**src/rtl/vga_pkg.sv**
```systemverilog
// rtl/vga_pkg.sv - shared VGA capture/scan-out types, timing totals and RGB222 byte packing
package vga_pkg;

    typedef enum logic [1:0] {
        SEARCH = 2'd0,
        ALIGN  = 2'd1,
        LOCKED = 2'd2
    } cap_state_e;

    function automatic int h_total(input int fp, input int sync, input int bp, input int active);
        return fp + sync + bp + active;
    endfunction

    function automatic int v_total(input int fp, input int sync, input int bp, input int active);
        return fp + sync + bp + active;
    endfunction

    function automatic logic [7:0] pack_rgb222(input logic [1:0] r, input logic [1:0] g,
                                               input logic [1:0] b);
        return {2'b00, r, g, b};
    endfunction

endpackage

```
**src/rtl/sync_edge.sv**
```systemverilog
// rtl/sync_edge.sv - sync input register with leading-edge detect on the registered copy
module sync_edge #(
    parameter logic POL = 1'b0
) (
    input  logic clk,
    input  logic reset,
    input  logic din,
    output logic lead
);

    logic din_q, din_d;
    logic prev_q, prev_d;

    always_comb begin
        din_d  = din;
        prev_d = din_q;
    end

    always_ff @(posedge clk) begin
        if (reset) begin
            din_q  <= ~POL;
            prev_q <= ~POL;
        end else begin
            din_q  <= din_d;
            prev_q <= prev_d;
        end
    end

    assign lead = (din_q == POL) && (prev_q != POL);

endmodule

```
**src/rtl/vga_capture.sv**
```systemverilog
// rtl/vga_capture.sv - VGA receiver writing downscaled RGB222 bytes; VGA_CAPTURE_STATS_EN builds line_len/frame_cnt
module vga_capture
    import vga_pkg::*;
#(
    parameter int H_ACTIVE    = 640,
    parameter int H_FP        = 16,
    parameter int H_SYNC      = 96,
    parameter int H_BP        = 48,
    parameter int V_ACTIVE    = 480,
    parameter int V_FP        = 10,
    parameter int V_SYNC      = 2,
    parameter int V_BP        = 33,
    parameter int SYNC_POL    = 0,
    parameter int SCALE_SHIFT = 2,
    parameter int ADDR_W      = 15
) (
    input  logic              clk,
    input  logic              reset,
    input  logic              hs,
    input  logic              vs,
    input  logic [1:0]        r,
    input  logic [1:0]        g,
    input  logic [1:0]        b,
    output logic              we,
    output logic [ADDR_W-1:0] waddr,
    output logic [7:0]        wdata,
    output logic              locked,
    output logic              err,
    output logic [11:0]       line_len,
    output logic [15:0]       frame_cnt
);

    localparam int          H_TOT    = h_total(H_FP, H_SYNC, H_BP, H_ACTIVE);
    localparam int          V_TOT    = v_total(V_FP, V_SYNC, V_BP, V_ACTIVE);
    localparam logic [11:0] H_LAST   = 12'(H_TOT - 1);
    localparam logic [11:0] H_OVER   = 12'(H_TOT);
    localparam logic [11:0] V_LAST   = 12'(V_TOT - 1);
    localparam logic [11:0] H_START  = 12'(H_SYNC + H_BP);
    localparam logic [11:0] H_END    = 12'(H_SYNC + H_BP + H_ACTIVE - 1);
    localparam logic [11:0] V_START  = 12'(V_SYNC + V_BP);
    localparam logic [11:0] V_END    = 12'(V_SYNC + V_BP + V_ACTIVE - 1);
    localparam logic [11:0] FB_W     = 12'(H_ACTIVE >> SCALE_SHIFT);
    localparam logic [11:0] SUB_MASK = 12'((1 << SCALE_SHIFT) - 1);

    logic              hs_lead, vs_lead, vc_rst, mismatch, active;
    logic [5:0]        rgb_q, rgb_d;
    logic [11:0]       hc_q, hc_d, vc_q, vc_d, x, y;
    logic              pend_q, pend_d;
    cap_state_e        state_q, state_d;
    logic              err_q, err_d, we_q, we_d;
    logic [ADDR_W-1:0] waddr_q, waddr_d;
    logic [7:0]        wdata_q, wdata_d;

    sync_edge #(.POL(SYNC_POL != 0)) u_hs_edge (.clk(clk), .reset(reset), .din(hs), .lead(hs_lead));
    sync_edge #(.POL(SYNC_POL != 0)) u_vs_edge (.clk(clk), .reset(reset), .din(vs), .lead(vs_lead));

    // hc_d/vc_d are the coordinates of the sample currently in the input register
    always_comb begin
        rgb_d  = {r, g, b};
        vc_rst = hs_lead && (pend_q || vs_lead);
        pend_d = pend_q;
        if (vc_rst)       pend_d = 1'b0;
        else if (vs_lead) pend_d = 1'b1;
        hc_d = hs_lead ? 12'd0 : ((hc_q == 12'hFFF) ? hc_q : hc_q + 12'd1);
        vc_d = vc_q;
        if (vc_rst)                          vc_d = 12'd0;
        else if (hs_lead && vc_q != 12'hFFF) vc_d = vc_q + 12'd1;
        mismatch = (hs_lead && hc_q != H_LAST) || (vc_rst && vc_q != V_LAST) || (hc_d == H_OVER);

        x      = hc_d - H_START;
        y      = vc_d - V_START;
        active = (hc_d >= H_START) && (hc_d <= H_END) && (vc_d >= V_START) && (vc_d <= V_END);

        state_d = state_q;
        unique case (state_q)
            SEARCH:  if (vc_rst) state_d = ALIGN;
            ALIGN:   if (mismatch) state_d = SEARCH; else if (vc_rst) state_d = LOCKED;
            LOCKED:  if (mismatch) state_d = SEARCH;
            default: state_d = SEARCH;
        endcase
        err_d = err_q || (mismatch && state_q != SEARCH);

        we_d    = (state_q == LOCKED) && active && ((x & SUB_MASK) == 12'd0) && ((y & SUB_MASK) == 12'd0);
        waddr_d = waddr_q;
        wdata_d = wdata_q;
        if (we_d) begin
            waddr_d = ADDR_W'({12'd0, y >> SCALE_SHIFT} * {12'd0, FB_W} + {12'd0, x >> SCALE_SHIFT});
            wdata_d = pack_rgb222(rgb_q[5:4], rgb_q[3:2], rgb_q[1:0]);
        end
    end

    always_ff @(posedge clk) begin
        if (reset) begin
            rgb_q   <= '0;
            hc_q    <= '0;
            vc_q    <= '0;
            pend_q  <= 1'b0;
            state_q <= SEARCH;
            err_q   <= 1'b0;
            we_q    <= 1'b0;
            waddr_q <= '0;
            wdata_q <= '0;
        end else begin
            rgb_q   <= rgb_d;
            hc_q    <= hc_d;
            vc_q    <= vc_d;
            pend_q  <= pend_d;
            state_q <= state_d;
            err_q   <= err_d;
            we_q    <= we_d;
            waddr_q <= waddr_d;
            wdata_q <= wdata_d;
        end
    end

    assign we     = we_q;
    assign waddr  = waddr_q;
    assign wdata  = wdata_q;
    assign locked = (state_q == LOCKED);
    assign err    = err_q;

`ifdef VGA_CAPTURE_STATS_EN
    logic [11:0] line_len_q, line_len_d;
    logic [15:0] frame_cnt_q, frame_cnt_d;

    always_comb begin
        line_len_d = line_len_q;
        if (hs_lead) line_len_d = (hc_q == 12'hFFF) ? 12'hFFF : hc_q + 12'd1;
        frame_cnt_d = frame_cnt_q + ((state_q == LOCKED && vc_rst) ? 16'd1 : 16'd0);
    end

    always_ff @(posedge clk) begin
        if (reset) begin
            line_len_q  <= '0;
            frame_cnt_q <= '0;
        end else begin
            line_len_q  <= line_len_d;
            frame_cnt_q <= frame_cnt_d;
        end
    end

    assign line_len  = line_len_q;
    assign frame_cnt = frame_cnt_q;
`else
    assign line_len  = '0;
    assign frame_cnt = '0;
`endif

endmodule

```
**config.mk**
```make
export PLATFORM = sky130hd
export DESIGN_NAME = vga_capture
export DESIGN_NICKNAME = d
export VERILOG_FILES = /design/src/rtl/vga_pkg.sv /design/src/rtl/sync_edge.sv /design/src/rtl/vga_capture.sv
export SDC_FILE = /design/constraint.sdc
export NUM_CORES = 1
export LEC_CHECK = 0
export ABC_CLOCK_PERIOD_IN_PS = 13900
export CAP_MARGIN = 15
export CORE_MARGIN = 4
export CORE_UTILIZATION = 32
export DETAILED_ROUTE_END_ITERATION = 6
export GPL_ROUTABILITY_DRIVEN = 0
export PLACE_DENSITY = 0.63
export SLEW_MARGIN = 20
export SYNTH_ARGS = -nofsm -noshare
export SYNTH_HDL_FRONTEND = slang
export SYNTH_SLANG_ARGS = --single-unit
```
**constraint.sdc**
```tcl
create_clock -name clk -period 13.9 [get_ports clk]
set_input_delay 2.78 -clock clk [delete_from_list [all_inputs] [get_ports clk]]
set_output_delay 2.78 -clock clk [all_outputs]
set_load 0.02 [all_outputs]
```
==> impl_metrics.csv <==
group,metric,value,unit
global_routing,grt_pass1_vias,3231,
layout,nFillCells,1247,
clocking,cts_tree,"built",
floorplan,die-area,14400,um^2
worst_hold_path,hold_class,"flip-flop to flip-flop",
sta,hold_viol_final,0,
pwr,vdd_drop_max,0.0710,mV
synthesis,synth_edf_count,0,
placed_design,hpwl,6560,um
critical_path,cp-start-kind,"flip-flop",
sta,report.final.slew_viol_count,0,
critical_path,required,14.13,ns
clocking,clockBufferDepth,2,
floorplan,core_region_area,12200,um^2
synthesis,ys_types,60,
sta,worst_pin_slew,0.855,ns
clocking,post_cts_buffers,0,
critical_path,worst-path-max-fanout,10,
synthesis,avgSynthCellArea,8.29,um^2
clocking,h-tree-depth,3,
critical_path,endpoint_kind,"flip-flop",
sta,fin_crit_sh,33.6,%
critical_path,crit_type,"flip-flop to flip-flop",
global_routing,overflow,0,
flow_run,max-cap-violations,0,
layout,seq_area,1200,um^2
synthesis,ys_seq_area_share,29.9,%
synthesis,postSynthCellCount,484,
global_routing,antenna_found_initial,0,
layout,drive_above_1_share,6.04,%
floorplan,die_w,120,um
floorplan,io_pins,64,
routing,drtPass1Iterations,4,
sta,final-setup-viol-count,0,
synthesis,netlist_area,4010,um^2
clocking,cts-root-buf,"clkbuf_16",
sta,period_needed,4.67,ns
floorplan,dieHeight,120,um
routing,drt-total-wl,8930,um
layout,multiInputGateArea,2520,um^2
routing,drtIter0Drc,196,
floorplan,start_util,33.0,%
sta,relSlewSlack,43.0,%
synthesis,yosys-top-cells-area,"dfxtp_1 30%, ha_1 7.5%, nor2_1 6.3%, buf_4 5.8%, xnor2_1 5.0%",
layout,fin_area,4670,um^2
routing,vias_per_cell,4.90,
pwr,leakagePower,1.90,nW
clocking,cts.sinks,60,
pwr,p_total,0.000470,W
routing,final_antenna_net_count,0,
sta,max_freq,0.214,GHz
layout,synthToLayoutAreaGrowth,16.3,%
synthesis,async_flop_share,0,%
global_routing,grt_first_pass_wirelength,15000,um
placed_design,io_buffers,33,
clocking,clk_pin_slew,0.06,ns
sta,finalClockSkew,0.00667,ns
layout,fin_util,38.4,%
global_routing,track_usage,12.8,%
clocking,hold_buffers,0,
sta,tns,0,ns
clocking,ctsResizeCount,0,
routing,vias,3338,
synthesis,synth-seq-cells,60,
layout,layout.nets,544,
clocking,insertion_delay,0.34,ns
layout,diodes,0,
sta,rsz0062_at_grt,"false",
synthesis,synth_top_area_share,29.9,%
critical_path,cp.arrival,4.90,ns
routing,drc,0,
routing,post_drt_wl_per_cell,13.1,um
synthesis,ys.flop_type,"dfxtp_1",
clocking,cts_made_buffers,9,
synthesis,synth_largest_area_cell,"dfxtp_1",
placed_design,postPlaceCellArea,4340,um^2
outcome,status,"complete, no violations",
synthesis,yosys_warnings,0,
floorplan,rows,40,
global_routing,grt_max_degree,49,
pwr,powerDensity,101,nW/um^2
-- critical path, cell delays in order, from the launching register on --
cell      delay (ns)
dfxtp_1         0.37
ha_1            0.34
and4_4          0.28
a31oi_1         0.60
a21oi_1         0.09
a31oi_1         0.23
and2_1          0.27
xnor2_1         0.14
nor2_1          0.08
ha_1            0.30
ha_1            0.22
fa_1            0.40
a21o_1          0.17
a21oi_1         0.22
o21bai_1        0.09
a21oi_1         0.18
xnor2_1         0.15
xor2_1          0.19
xnor2_1         0.08
o21a_1          0.16
-- cell usage in the layout (no fill, tap or decap), drive strengths merged, types with 4 or more instances in the layout --
cell type	netlist	final
nor2	67	67
dfxtp	60	60
clkdlybuf4s50	0	32
nand2	30	30
conb	1	30
ha	24	24
xnor2	23	23
a21oi	22	22
nand3	20	20
inv	18	20
mux2i	18	18
xor2	13	13
o21ai	11	11
nor2b	10	10
and2	10	10
clkbuf	13	9
nor3	8	8
and3	8	8
a31oi	6	6
or2	6	6
o21a	5	5
nand4	5	5
and4	5	5
nor4	4	4
a21o	4	4
o21bai	4	4
a211oi	4	4
-- kinds of logic (layout without fill, tap and decap cells) --
family | after synthesis | in the layout | share of synthesized area, %
simple gates | 191 | 191 | 24.4
compound gates | 83 | 83 | 14.8
buf+inv | 69 | 69 | 9.88
flops | 60 | 60 | 29.9
xor+xnor | 36 | 36 | 7.86
fa+ha+maj | 26 | 26 | 8.48
mux | 18 | 18 | 4.49
other cells | 1 | 30 | 0.0935
-- synth_stat cells (2+ instances only) --
library cell / count
a211oi_1: 3
a21o_1: 4
a21oi_1: 22
a311o_1: 2
a31oi_1: 6
a41oi_1: 2
and2_1: 10
and3_1: 7
and4_1: 4
buf_2: 5
buf_4: 31
buf_6: 2
clkbuf_1: 13
dfxtp_1: 60
fa_1: 2
ha_1: 24
inv_1: 18
mux2i_1: 18
nand2_1: 30
nand2b_1: 2
nand3_1: 20
nand3b_1: 3
nand4_1: 4
nand4b_1: 3
nor2_1: 67
nor2b_1: 10
nor3_1: 8
nor4_1: 4
nor4b_1: 3
o2111ai_1: 3
o211a_1: 3
o211ai_1: 2
o21a_1: 5
o21ai_0: 9
o21ai_1: 2
o21bai_1: 4
o22ai_1: 2
o31a_1: 2
o31ai_1: 2
or2_2: 6
or3_1: 2
or4_1: 3
xnor2_1: 23
xor2_1: 13
-- layout make-up --
cell class,instances,area share (%)
flip-flops and latches,60,25.7
repair buffers,35,7.29
clock inverters,7,2.12
well taps,168,4.50
clock buffers,9,4.83
multi-input cells,384,54.1
inverters,18,1.45
-- stage by stage --
stage	worst slack, ns	hold WS (ns)	cells
after global routing	8.75	0.491	681
after floorplan	9.48	0.418	513
after CTS	9.24	0.458	681
after global placement	9.38	0.430	665
final	9.23	0.451	681
after detailed placement	9.26	0.445	665
-- path summary, 6_finish.rpt --
path | from | end | slack, ns | depth (start not counted)
hold reg to reg | waddr[1] | waddr[1] | 0.45 | 2
setup / recovery | vc_q[0] | waddr[14] | 9.23 | 19
setup reg to reg | vc_q[0] | waddr[14] | 9.23 | 19
hold / removal | waddr[1] | waddr[1] | 0.45 | 2
-- power by group --
| group | internal (W) | leakage, nW | switching [W] |
|---|---|---|---|
| clock network | 0.000158 | 0.156 | 0.0000860 |
| logic | 0.0000185 | 1.25 | 0.0000305 |
| registers | 0.000175 | 0.487 | 0.00000229 |
-- per-layer routing --
| layer | part of all wire, % | track usage, % | wire length [um] |
|---|---|---|---|
| met1 | 47 | 16.6 | 4170 |
| met2 | 43 | 19.3 | 3860 |
| met3 | 7.5 | 4.10 | 667 |
| met4 | 2.6 | 5.80 | 231 |
| met5 | 0 | 0 | 0 |
-- state kept, by name, indices dropped and copies added (netlist names) --
name / cells
u_vs_edge.din_q: 1
waddr: 15
state_q: 2
err: 1
wdata: 6
u_vs_edge.prev_q: 1
pend_q: 1
hc_q: 12
we: 1
u_hs_edge.din_q: 1
rgb_q: 6
vc_q: 12
u_hs_edge.prev_q: 1
Note: power is estimated with default switching activity, not from simulation.
